File: src/rtl/bp_pkg.sv
// Shared helpers for the branch target predictor: geometry derivation and counter constants.
package bp_pkg;

  // Index bits selecting one of the BTB entries.
  function automatic int unsigned idx_w(input int unsigned entries);
    return $clog2(entries);
  endfunction

  // Tag bits: everything above the index; bit 0 is dropped (halfword aligned).
  function automatic int unsigned tag_w(input int unsigned addr_w, input int unsigned entries);
    return addr_w - idx_w(entries) - 1;
  endfunction

  // Weakly not-taken: just below the taken threshold.
  function automatic int unsigned ctr_rst(input int unsigned ctr_w);
    return (32'd1 << (ctr_w - 1)) - 1;
  endfunction

  // Weakly taken: value given to a freshly allocated entry.
  function automatic int unsigned ctr_alloc(input int unsigned ctr_w);
    return 32'd1 << (ctr_w - 1);
  endfunction

endpackage

File: src/rtl/bp_sat_counter.sv
// Saturating up/down counter with a synchronous load; load wins over inc/dec.
module bp_sat_counter #(
  parameter int unsigned W       = 2,
  parameter logic [W-1:0] RST_VAL = '0
) (
  input  logic         clk,
  input  logic         rst_n,
  input  logic         i_load,
  input  logic [W-1:0] i_load_val,
  input  logic         i_inc,
  input  logic         i_dec,
  output logic [W-1:0] o_cnt
);

  localparam logic [W-1:0] CntMax = '1;

  logic [W-1:0] r_cnt;

  // Count state: load, else step one way unless pinned at the matching limit.
  always_ff @(posedge clk or negedge rst_n) begin
    if (!rst_n) begin
      r_cnt <= RST_VAL;
    end else if (i_load) begin
      r_cnt <= i_load_val;
    end else if (i_inc && !i_dec && (r_cnt != CntMax)) begin
      r_cnt <= r_cnt + W'(1);
    end else if (i_dec && !i_inc && (r_cnt != '0)) begin
      r_cnt <= r_cnt - W'(1);
    end
  end

  assign o_cnt = r_cnt;

endmodule

File: src/rtl/branch_target_predictor.sv
// Direct-mapped BTB with per-entry direction counters, mispredict detection and statistics.
module branch_target_predictor
  import bp_pkg::*;
#(
  parameter int unsigned ADDR_W  = 16,
  parameter int unsigned ENTRIES = 16,
  parameter int unsigned CTR_W   = 2,
  parameter int unsigned STAT_W  = 16
) (
  input  logic              clk,
  input  logic              rst_n,
  input  logic [ADDR_W-1:0] lk_pc,
  output logic              lk_taken,
  output logic [ADDR_W-1:0] lk_target,
  input  logic              upd_valid,
  input  logic [ADDR_W-1:0] upd_pc,
  input  logic              upd_is_branch,
  input  logic              upd_taken,
  input  logic [ADDR_W-1:0] upd_target,
  input  logic              upd_pred_taken,
  input  logic [ADDR_W-1:0] upd_pred_target,
  output logic              mispredict,
  output logic [ADDR_W-1:0] redirect_pc,
  input  logic              stat_clr,
  output logic [STAT_W-1:0] stat_branches,
  output logic [STAT_W-1:0] stat_mispredicts
);

  localparam int unsigned IDX_W = idx_w(ENTRIES);
  localparam int unsigned TAG_W = tag_w(ADDR_W, ENTRIES);
  localparam logic [CTR_W-1:0] CtrRst   = CTR_W'(ctr_rst(CTR_W));
  localparam logic [CTR_W-1:0] CtrAlloc = CTR_W'(ctr_alloc(CTR_W));

  // Direction counter of each entry lives in its own bp_sat_counter instance.
  typedef struct packed {
    logic              valid;
    logic [TAG_W-1:0]  tag;
    logic [ADDR_W-1:0] target;
  } bp_entry_t;

  bp_entry_t        r_entry [ENTRIES];
  logic [CTR_W-1:0] w_ctr   [ENTRIES];

  logic [IDX_W-1:0] w_lk_idx, w_up_idx;
  logic [TAG_W-1:0] w_lk_tag, w_up_tag;
  logic             w_lk_hit, w_up_hit;
  logic             w_up_br, w_br_hit, w_alloc, w_inval, w_mis;

  assign w_lk_idx = lk_pc[IDX_W:1];
  assign w_lk_tag = lk_pc[ADDR_W-1:IDX_W+1];
  assign w_up_idx = upd_pc[IDX_W:1];
  assign w_up_tag = upd_pc[ADDR_W-1:IDX_W+1];

  assign w_lk_hit = r_entry[w_lk_idx].valid && (r_entry[w_lk_idx].tag == w_lk_tag);
  assign w_up_hit = r_entry[w_up_idx].valid && (r_entry[w_up_idx].tag == w_up_tag);

  assign lk_taken  = w_lk_hit && w_ctr[w_lk_idx][CTR_W-1];
  assign lk_target = lk_taken ? r_entry[w_lk_idx].target : lk_pc + ADDR_W'(2);

  assign w_up_br  = upd_valid && upd_is_branch;
  assign w_br_hit = w_up_br && w_up_hit;
  assign w_alloc  = w_up_br && !w_up_hit && upd_taken;
  // A non-branch that hits means the entry belongs to something else: drop it.
  assign w_inval  = upd_valid && !upd_is_branch && w_up_hit;

  for (genvar g = 0; g < ENTRIES; g++) begin : g_ctr
    logic w_sel;
    assign w_sel = (w_up_idx == IDX_W'(g));
    bp_sat_counter #(
      .W       (CTR_W),
      .RST_VAL (CtrRst)
    ) u_ctr (
      .clk        (clk),
      .rst_n      (rst_n),
      .i_load     (w_sel && w_alloc),
      .i_load_val (CtrAlloc),
      .i_inc      (w_sel && w_br_hit && upd_taken),
      .i_dec      (w_sel && w_br_hit && !upd_taken),
      .o_cnt      (w_ctr[g])
    );
  end

  // Entry storage: allocate on taken miss, refresh target on taken hit, invalidate false hits.
  always_ff @(posedge clk or negedge rst_n) begin
    if (!rst_n) begin
      for (int i = 0; i < ENTRIES; i++) begin
        r_entry[i] <= '0;
      end
    end else if (w_alloc) begin
      r_entry[w_up_idx] <= '{valid: 1'b1, tag: w_up_tag, target: upd_target};
    end else if (w_br_hit && upd_taken) begin
      r_entry[w_up_idx].target <= upd_target;
    end else if (w_inval) begin
      r_entry[w_up_idx].valid <= 1'b0;
    end
  end

  // Mispredict: wrong direction, or right direction with a wrong taken target.
  always_comb begin
    w_mis = 1'b0;
    if (upd_is_branch) begin
      w_mis = upd_valid && ((upd_taken != upd_pred_taken) ||
                            (upd_taken && (upd_target != upd_pred_target)));
    end else begin
      w_mis = upd_valid && upd_pred_taken;
    end
  end

  assign mispredict  = w_mis;
  assign redirect_pc = (upd_is_branch && upd_taken) ? upd_target : upd_pc + ADDR_W'(2);

  bp_sat_counter #(
    .W       (STAT_W),
    .RST_VAL ('0)
  ) u_stat_br (
    .clk        (clk),
    .rst_n      (rst_n),
    .i_load     (stat_clr),
    .i_load_val ('0),
    .i_inc      (w_up_br),
    .i_dec      (1'b0),
    .o_cnt      (stat_branches)
  );

  bp_sat_counter #(
    .W       (STAT_W),
    .RST_VAL ('0)
  ) u_stat_mis (
    .clk        (clk),
    .rst_n      (rst_n),
    .i_load     (stat_clr),
    .i_load_val ('0),
    .i_inc      (w_mis),
    .i_dec      (1'b0),
    .o_cnt      (stat_mispredicts)
  );

endmodule

File: config.mk
export PLATFORM = sky130hd
export DESIGN_NAME = branch_target_predictor
export DESIGN_NICKNAME = d
export VERILOG_FILES = /design/src/rtl/bp_pkg.sv /design/src/rtl/bp_sat_counter.sv /design/src/rtl/branch_target_predictor.sv
export SDC_FILE = /design/constraint.sdc
export NUM_CORES = 1
export LEC_CHECK = 0
export ABC_CLOCK_PERIOD_IN_PS = 3750
export CAP_MARGIN = 20
export CORE_ASPECT_RATIO = 1.1
export CORE_MARGIN = 1.5
export CORE_UTILIZATION = 45
export DETAILED_ROUTE_END_ITERATION = 12
export HOLD_SLACK_MARGIN = 0.05
export PLACE_DENSITY_LB_ADDON = 0.2
export SLEW_MARGIN = 20
export SYNTH_ARGS = -nofsm -noshare
export SYNTH_HDL_FRONTEND = slang
export SYNTH_SLANG_ARGS = --single-unit
File: constraint.sdc
create_clock -name clk -period 3.75 [get_ports clk]
set_input_delay 0.5625 -clock clk [delete_from_list [all_inputs] [get_ports clk]]
set_output_delay 0.5625 -clock clk [all_outputs]
set_load 0.02 [all_outputs]
==> results of run 1 <==
-- path summary, 6_finish.rpt --
kind	startpoint	end	slack [ps]
worst max-delay path	lk_pc[1]	lk_target[15]	-510
worst min-delay path	stat_clr	u_stat_mis.o_cnt[11]$_DFFE_PN0P_	430
worst max register to register	r_entry[103]$_DFFE_PN0P_	g_ctr[4].u_ctr.o_cnt[1]$_DFFE_PN0P_	450
worst min register to register	r_entry[342]$_DFFE_PN0P_	r_entry[342]$_DFFE_PN0P_	470
max in group asynchronous	rst_n	r_entry[51]$_DFFE_PN0P_	1960
min in group asynchronous	rst_n	r_entry[233]$_DFFE_PN0P_	510
-- final cells by class --
cell class	count	area (µm²)
flip-flops and latches	512	12800
repair buffers	398	3800
multi-input cells	1450	13400
clock inverters	21	293
clock buffers	87	1670
fillers	4939	26600
well taps	768	961
inverters	26	97.6
-- timing repair --
action / 4_1_cts / 5_1_grt
endpoints found under the setup margin: 27 / 23
endpoints found under the hold margin: 71 / 0
hold buffers: 1 / 0
cloned: 1 / 0
resized for setup: 96 / 36
pin swaps: 2 / 3
buffers inserted: 4 / 2
-- metrics by stage --
step | hold WS (ps) | instance area, µm² | total power [mW] | worst slack [ps]
floorplan | 267 | 27100 | 8.32 | -155
global placement | 452 | 30900 | 9.33 | -939
detailed placement | 460 | 30900 | 9.44 | -952
CTS | 475 | 32900 | 15.3 | -552
global route | 436 | 33000 | 15.8 | -580
finish | 433 | 33000 | 15.2 | -512
-- cells in the final DEF (no fill, tap or decap), types with 25 or more instances in the layout --
cell             netlist  layout
buf_12                 0      36
buf_4                 19     223
clkbuf_16              0      57
clkdlybuf4s50_1        0     102
dfrtp_1              496     496
inv_1                 25      25
mux2_2               393     379
mux2i_1               29      28
mux4_2               166     170
nand2_1              319     319
nand3_1               55      55
nor2_1                92      74
o21ai_0               62      62
xnor2_1               52      51
xor2_1                37      36
-- cell families after synthesis --
group                    share of synthesized area
AO/OA/AOI/OAI                               0.0416
adder cells (fa/ha/maj)                    0.00519
multiplexers                                 0.319
XOR/XNOR                                    0.0289
AND/OR/NAND/NOR                             0.0958
flip-flops                                   0.475
buffers and inverters                       0.0347
-- registers in the layout (all words and copies together), names as in the netlist --
signal	cells
r_entry	448
g_ctr.u_ctr.o_cnt	32
u_stat_br.o_cnt	16
u_stat_mis.o_cnt	16
-- layer usage --
metal	global-route usage	vias to the layer above	wire length [µm]
met2	0.466	745	41500
met4	0.103	0	3000
li1	-	8461	-
met5	0	-	0
met3	0.0460	192	5320
met1	0.370	10300	34800
-- worst reg2reg max path: cells and delay by family, from the launching register on --
family / cells / cell delay [ps]
buffers and inverters: 2 / 300
muxes: 2 / 930
xor gates and xnor gates: 1 / 230
and+or+nand+nor: 3 / 1060
AOI/OAI and AO/OA: 1 / 210
DFF: 1 / 390
-- power breakdown --
group	leakage (nW)	switching (mW)	internal (mW)	total, mW
combinational	7.36	1.21	1.50	2.71
clock	0.960	2.41	3.43	5.84
sequential	6.76	0.450	6.23	6.68
-- cell usage after synthesis (6+ instances only) --
master and n:
nand4_1 23, or3_1 18, a31oi_1 19, mux2_2 393
mux4_1 6, buf_4 19, clkbuf_1 120, o21ai_0 62
and4_1 6, xnor2_1 52, mux2i_1 29, inv_1 25
nor3_1 9, nor3b_1 14, buf_6 6, dfrtp_1 496
a21oi_1 24, nor2_1 92, and3_1 16, mux4_2 166
buf_1 16, nand3_1 55, a22oi_1 16, o41ai_1 22
and2_1 7, dfstp_2 16, nand2_1 319, nor2b_1 6
buf_2 24, xor2_1 37, ha_1 8
==> results_dict.tcl, run 1 <==
set metrics [dict create \
    status "complete, but fails checks" \
    violations "negative setup slack" \
    cts_max_level 2 \
    placedCellCount 3147 \
    cts_root_buffer "clkbuf_16" \
    clk_path_buf_depth 3 \
    async_reset_ff_frac 1.00 \
    synth_area_leader_cell "dfrtp_1" \
    clk_latency_ps 640 \
    crit_buf_inv 5 \
    viasPerCell 6.03 \
    numCtsBuffers 57 \
    crit_path_end_kind "output pin" \
    final_cells 3262 \
    synth_area_leaders "dfrtp_1 (46%), mux2_2 (16%), mux4_2 (14%)" \
    grt_max_degree 91 \
    synth_area_per_cell_um2 12.4 \
    min_period_ps 4260 \
    first_global_vias 20700 \
    n_antenna_cell 0 \
    cts_tree "done" \
    critPathMostFrequentCell "buf_6" \
    synth_edf_count 0 \
    crit_cells 11 \
    die_y_um 260 \
    rsz0062_at_grt "true" \
    dp_hpwl_um 57500 \
    grt_usage 0.280 \
    tightest_slew_ps 1090 \
    final_layout_size_suffix_gt1_frac 0.396 \
    worstPathRequired_ps 3190 \
    drcViolationCount 0 \
    cts_sinks 512 \
    p_leak_nw 15.1 \
    drv_cap 0 \
    startpoint_type "input pin" \
    finalMaxSlewViolations 0 \
    tns_ps -7620 \
    syn_inst 2173 \
    slew_headroom 0.270 \
    grt_overflow 0 \
    wl_per_cell_um 26.0 \
    ys_types 60 \
    rows 94 \
    timing_worst_setup_path_type "in -> out" \
    die_area_um2 61500 \
    max_freq_mhz 235 \
    power.density_nw_per_um2 461 \
    nNetsFinal 2524 \
    worstPathArrival_ps 3700 \
    initial_core_util 0.453 \
    synth_top_area_frac 0.459 \
    place_congestion 0.896 \
    syn_area_um2 27000 \
    portBuffers 136 \
    coreArea_um2 59600 \
    syn_nets 2252 \
    vias 19700 \
    grt_first_pass_wirelength_um 129000 \
    drt_first_pass_iters 5 \
    critPathMaxStageDelay_ps 540 \
    syn_to_final_growth_pct 22.3 \
    antenna_found_initial 1 \
    fin_worst_skew_ps 28.9 \
    cpMaxStageDelayCell "mux4_2" \
    path_clk_slew_ps 60 \
    hp-class "in -> reg" \
    yosysSeqAreaShare 0.475 \
    path_cells "clkbuf_8 > buf_6 > mux4_2 > mux4_2 > xnor2_1 > nand4_1 > nor4_4 > buf_6 > buf_12 > mux2_2 > buf_6" \
    cp_top_family "multiplexers" \
    die_w_um 237 \
    ant_nets 0 \
    finalSetupViolations 17 \
    fin_ws_ps -512 \
    fin_util 0.554 \
    synth_flop_cell "dfrtp_1" \
    pin_count 137 \
    vdd_ir_drop_max_mv 0.363 \
    path_max_fanout 26 \
    detail_route.iter0.violations 1813 \
    worst_r2r_path_depth 9 \
    hold_violations 0 \
    min_path_cells 2 \
    drt_wl_total_um 84700 \
    yosys_warnings 0 \
    post-route-period-util 1.14 \
    ys_ff_latch 512 \
]
Power figures use the tool's default switching activity.
==> run 2: changes to the inputs <==
Settings changed: ABC_AREA from default to 1.
==> run 2 against run 1 <==
Against the previous run: the flow now finishes without violations; register-to-register slack better by 810 ps; wire length is 18% higher; synthesized cell count is 79% higher; fmax is 17% higher; combinational power is 4% higher; largest power group unchanged.
==> results_dict.tcl, run 2 <==
set metrics [dict create \
    rsz0062_at_grt "true" \
    place_congestion 0.935 \
    path_max_fanout 18 \
    synth_area_leader_cell "dfrtp_1" \
    dp_hpwl_um 68100 \
    syn_to_final_growth_pct 21.9 \
    pin_count 137 \
    ys_types 46 \
    vias 27600 \
    synth_edf_count 0 \
    stdcell_area_um2 34300 \
    die_w_um 241 \
    clk_path_buf_depth 3 \
    ys_ff_latch 512 \
    drcViolationCount 0 \
    yosysSeqAreaShare 0.456 \
    final_common_cell "nand2_1" \
    min_period_ps 3640 \
    finalMaxSlewViolations 0 \
    final_layout_size_suffix_gt1_frac 0.115 \
    worstPathRequired_ps 3190 \
    crit_path_end_kind "output pin" \
    antenna_found_initial 4 \
    first_global_vias 26100 \
    fin_util 0.558 \
    syn_inst 3890 \
    slew_headroom 0.518 \
    grt_usage 0.316 \
    synth_flop_cell "dfrtp_1" \
    drt_first_pass_iters 6 \
    clk_latency_ps 640 \
    worstPathArrival_ps 3080 \
    placed_cell_area_um2 32200 \
    cts_max_level 2 \
    yosys_warnings 0 \
    vdd_ir_drop_max_mv 0.307 \
    die_y_um 265 \
    rows 95 \
    fin_ws_ps 106 \
    critPathMaxStageDelay_ps 670 \
    die_area_um2 64100 \
    crit_buf_inv 5 \
    timing_worst_setup_path_type "in -> out" \
    max_freq_mhz 274 \
    n_antenna_cell 0 \
    grt_overflow 0 \
    startpoint_type "input pin" \
    fin_worst_skew_ps 26.2 \
    hp-class "in -> async" \
    grt_max_degree 101 \
    hold_violations 0 \
    timing.hold.ws_ps 443 \
    wl_met1_um 43700 \
    dr_wl_met3_um 8080 \
    syn_area_um2 28200 \
    largest_reg_flops 448 \
    power.density_nw_per_um2 458 \
    ant_nets 0 \
    cts_tree "done" \
    path_clk_slew_ps 60 \
    path_cells "clkdlybuf4s50_1 > clkinv_1 > buf_4 > nor4_1 > buf_4 > nand2_1 > nor2_1 > nor2_1 > o22ai_1 > clkdlybuf4s50_1" \
    numCtsBuffers 57 \
    synth_area_per_cell_um2 7.24 \
    top_register "r_entry" \
    drv_cap 0 \
    post-route-period-util 0.972 \
    grt_first_pass_wirelength_um 154000 \
    wl_met2_um 44200 \
    p_leak_nw 16.5 \
    synth.most_common_cell "nand2_1" \
    nNetsFinal 4205 \
    synth_top_area_frac 0.441 \
    finalSetupViolations 0 \
    portBuffers 136 \
    synth_area_leaders "dfrtp_1 (44%), nand2_1 (15%), o21ai_0 (9.4%)" \
    detail_route.iter0.violations 3124 \
    syn_nets 3969 \
    cpMaxStageDelayCell "clkdlybuf4s50_1" \
    cp_top_family "buffers and inverters" \
    cts_root_buffer "clkbuf_16" \
    tightest_slew_ps 722 \
    synth_common_cells "nand2_1 (1138), o21ai_0 (526), dfrtp_1 (496)" \
    pre_cts_slack_ps -656 \
    drt_wl_total_um 99600 \
    cts_sinks 512 \
    async_reset_ff_frac 1.00 \
    tns_ps 0 \
    status "complete, no violations" \
    topRoutingLayerUsed "met5" \
    initial_core_util 0.458 \
    mostFrequentLayoutCells "nand2_1 (1133), o21ai_0 (524), dfrtp_1 (496)" \
    wl_per_cell_um 19.9 \
    coreArea_um2 61500 \
    viasPerCell 5.53 \
]
run 2: cell count changes in the layout (fill, tap and decap cells not counted), sizes merged, moves of 124 or more:
cell,previous run,this run
nand3,55,199
nor2,92,216
mux2,393,0
nand2,319,1149
mux4,172,0
o21ai,62,652
a21oi,24,178
inv,27,419
run 2: repair_timing:
| item | 4_1_cts | 5_1_grt |
|---|---|---|
| resized for setup | 36 | 46 |
| pin swaps | 2 | 3 |
| buffers inserted | 3 | 0 |
| setup endpoints to repair | 25 | 20 |
| hold buffers | 1 | 0 |
| cloned | 0 | 0 |
| hold endpoints to repair | 30 | 0 |
run 2: cell type report:
| type | instances | area (µm²) |
|---|---|---|
| Fill cell | 5869 | 27100 |
| Sequential cell | 512 | 12800 |
| Multi-Input combinational cell | 2692 | 12700 |
| Timing Repair Buffer | 434 | 4140 |
| Clock buffer | 80 | 1630 |
| Inverter | 429 | 1610 |
| Tap cell | 824 | 1030 |
| Clock inverter | 25 | 392 |
run 2: power breakdown:
part / switching, mW / leakage, nW / internal, mW / total, mW
Sequential: 0.452 / 6.40 / 6.34 / 6.79
Combinational: 1.76 / 9.07 / 1.08 / 2.83
Clock: 2.43 / 0.994 / 3.65 / 6.08
run 2: logic make-up (layout without fill, tap and decap cells):
logic type | Yosys count | count (layout) | share of synthesized area
and+or+nand+nor | 1666 | 1666 | 0.240
AOI/OAI and AO/OA | 982 | 982 | 0.191
buffers and inverters | 686 | 968 | 0.0977
DFF | 512 | 512 | 0.456
xor gates and xnor gates | 36 | 36 | 0.0112
adders and majority gates | 8 | 8 | 0.00356
run 2: worst paths after layout:
kind                                          start                  endpoint  slack (ps)  depth (start not counted)
max                                       upd_pc[5]            redirect_pc[8]         110                         10
min                                           rst_n  r_entry[133]$_DFFE_PN0P_         440                          2
max reg2reg                r_entry[185]$_DFFE_PN0P_  r_entry[103]$_DFFE_PN0P_        1260                         17
min reg2reg                r_entry[335]$_DFFE_PN0P_  r_entry[335]$_DFFE_PN0P_         480                          2
max in group asynchronous                     rst_n  r_entry[427]$_DFFE_PN0P_        2240                          3
min in group clk           r_entry[335]$_DFFE_PN0P_  r_entry[335]$_DFFE_PN0P_         480                          2
run 2: per-stage QoR:
| step | power [mW] | std cells |
|---|---|---|
| 3_3_place_gp | 9.60 | 4887 |
| 5_1_grt | 16.5 | 4996 |
| 6_report | 15.7 | 4996 |
| 3_5_place_dp | 9.66 | 4887 |
| 4_1_cts | 15.7 | 4996 |
| 2_1_floorplan | 8.51 | 3890 |
run 2: routing by layer:
layer	global-route usage	vias to the layer above
li1	-	13100
met1	0.453	13100
met2	0.487	1182
met3	0.0446	207
met4	0.113	4
met5	0	-
run 2: worst register-to-register path: stages, from the launching register on:
cell and delay [ps]:
dfrtp_1 350, inv_1 110, nand2_1 60, nand3_1 110, nand2_1 60, nand2_1 110, nand2_1 70, nor2_1 180
nand2_1 70, nand2_1 100, nor2_1 50, nand2_1 90, nor2_4 70, nand2_4 180, nand3_1 330, buf_12 270
nand2_1 60, o21ai_0 80
==> run 3: changes to the inputs <==
Settings changed: CTS_CLUSTER_SIZE from default to 8.
==> run 3 against run 2 <==
Against the previous run: sequential share of layout area hardly changed; fmax is 0.34% higher; critical path depth stayed put; first-iteration DRC count is 2.5% higher; sequential power hardly changed; wire length is 0.38% higher; largest cell class unchanged; highest routed layer unchanged.
==> results_dict.tcl, run 3 (synthesized netlist as in run 2, its figures left out) <==
set metrics [dict create \
    stdcell_area_um2 34300 \
    pin_count 137 \
    wl_per_cell_um 20.0 \
    fillCellCount 5868 \
    drt_first_pass_iters 6 \
    timing.hold.ws_ps 441 \
    timing_worst_setup_path_type "in -> out" \
    n_antenna_cell 0 \
    startpoint_type "input pin" \
    viasPerCell 5.57 \
    p_sw_frac 0.301 \
    slew_headroom 0.526 \
    power_switching_mw 4.73 \
    rsz0062_at_grt "true" \
    coreArea_um2 61500 \
    antenna_found_initial 4 \
    placed_cell_area_um2 32200 \
    grt_max_degree 101 \
    top_register "r_entry" \
    cts_sinks 512 \
    drv_cap 0 \
    drcViolationCount 0 \
    hold_violations 0 \
    portBuffers 136 \
    cts_max_level 3 \
    vdd_ir_drop_max_mv 0.342 \
    ant_nets 0 \
    fin_util 0.558 \
    final_layout_size_suffix_gt1_frac 0.111 \
    r2r_end "r_entry[107]$_DFFE_PN0P_" \
    die_area_um2 64100 \
    worstPathRequired_ps 3190 \
    dp_hpwl_um 68100 \
    p_leak_nw 16.4 \
    r2r_setup_slack_ps 1200 \
    post-route-period-util 0.968 \
    numCtsBuffers 73 \
    mostFrequentLayoutCells "nand2_1 (1133), o21ai_0 (525), dfrtp_1 (496)" \
    combPwrFrac 0.180 \
    r2r-start "r_entry[185]$_DFFE_PN0P_" \
    worst_r2r_path_depth 17 \
    initial_core_util 0.458 \
    path_max_fanout 18 \
    vias 27800 \
    die_y_um 265 \
    p_clk_frac 0.387 \
    tightest_slew_ps 710 \
    detail_route.iter0.violations 3202 \
    grt_usage 0.318 \
    place_congestion 0.935 \
    seq_power_share 0.432 \
    rows 95 \
    nNetsFinal 4220 \
    cts_root_buffer "clkbuf_16" \
    worstPathArrival_ps 3070 \
    finalMaxSlewViolations 0 \
    max_freq_mhz 275 \
    min_period_ps 3630 \
    first_global_vias 26300 \
    clk_path_buf_depth 3 \
    syn_to_final_growth_pct 21.9 \
    drt_wl_total_um 100000 \
    fin_worst_skew_ps 20.0 \
    finalSetupViolations 0 \
    status "complete, no violations" \
    path_clk_slew_ps 50 \
    cts_tree "done" \
    largest_reg_flops 448 \
    intPower_mw 11.0 \
    final_common_cell "nand2_1" \
    die_w_um 241 \
    grt_first_pass_wirelength_um 154000 \
    grt_overflow 0 \
    clk_latency_ps 620 \
    crit_path_end_kind "output pin" \
    power.density_nw_per_um2 458 \
    hp-class "in -> async" \
]
[run 3: cell count changes in the layout (fill, tap and decap cells not counted), sizes merged]
cell,change
clkinv,-10
inv,+2
bufinv,-9
clkbuf,+11
buf,-1
clkinvlp,-2
[run 3: how the worst max path moves through the flow]
stage	start	to	slack (ps)	depth (start not counted)
after CTS	upd_pc[4]	redirect_pc[15]	-100	19
after detailed placement	upd_pc[4]	redirect_pc[15]	-660	19
after global routing	lk_pc[4]	lk_target[4]	1	16
after global placement	upd_pc[4]	redirect_pc[15]	-640	19
final	upd_pc[5]	redirect_pc[8]	120	10
after floorplan	lk_pc[1]	lk_target[10]	520	14
[run 3: final cells by class]
cell class                      count  area, µm²  area share
Sequential cell                   512      12800       0.374
Multi-Input combinational cell   2692      12700       0.369
Timing Repair Buffer              433       4140       0.121
Clock buffer                       91       1920      0.0558
Inverter                          429       1610      0.0469
Tap cell                          824       1030      0.0300
Clock inverter                      6        121     0.00354
[run 3: critical path, stage by stage]
cell and delay, ps:
clkdlybuf4s50_1 520, clkinv_1 100, buf_4 230, nor4_1 310, buf_4 210, nand2_1 70
nor2_1 130, nor2_1 60, o22ai_1 210, clkdlybuf4s50_1 660
[run 3: power by group through the flow]
stage	Clock, mW	Combinational, mW	Sequential (mW)
after CTS	6.18	2.81	6.79
after global placement	0	2.75	6.85
final	6.09	2.83	6.80
after global routing	6.42	3.21	6.89
after detailed placement	0	2.80	6.86
after floorplan	0	1.76	6.75
[run 3: what timing repair did]
action,CTS,global route
resized for setup,30,51
buffers inserted,2,0
endpoints found under the setup margin,25,20
hold buffers,1,0
hold endpoints to repair,30,0
pin swaps,2,3
[run 3: through the flow]
stage	total power, mW	setup WS (ps)	TNS (ps)	std cells
2_1_floorplan	8.51	519	0	3890
3_3_place_gp	9.60	-642	-21690	4887
3_5_place_dp	9.66	-656	-28570	4887
4_1_cts	15.8	-99.6	-99.6	4987
5_1_grt	16.5	1.28	0	4987
6_report	15.7	119	0	4987
[run 3: routing by layer]
layer	up-vias	GRT usage	share of wire	wire length, µm
li1	13200	-	-	-
met1	13200	0.450	0.43	43200
met2	1224	0.485	0.44	44300
met3	183	0.0512	0.087	8660
met4	4	0.130	0.037	3710
met5	-	0	0.00030	30
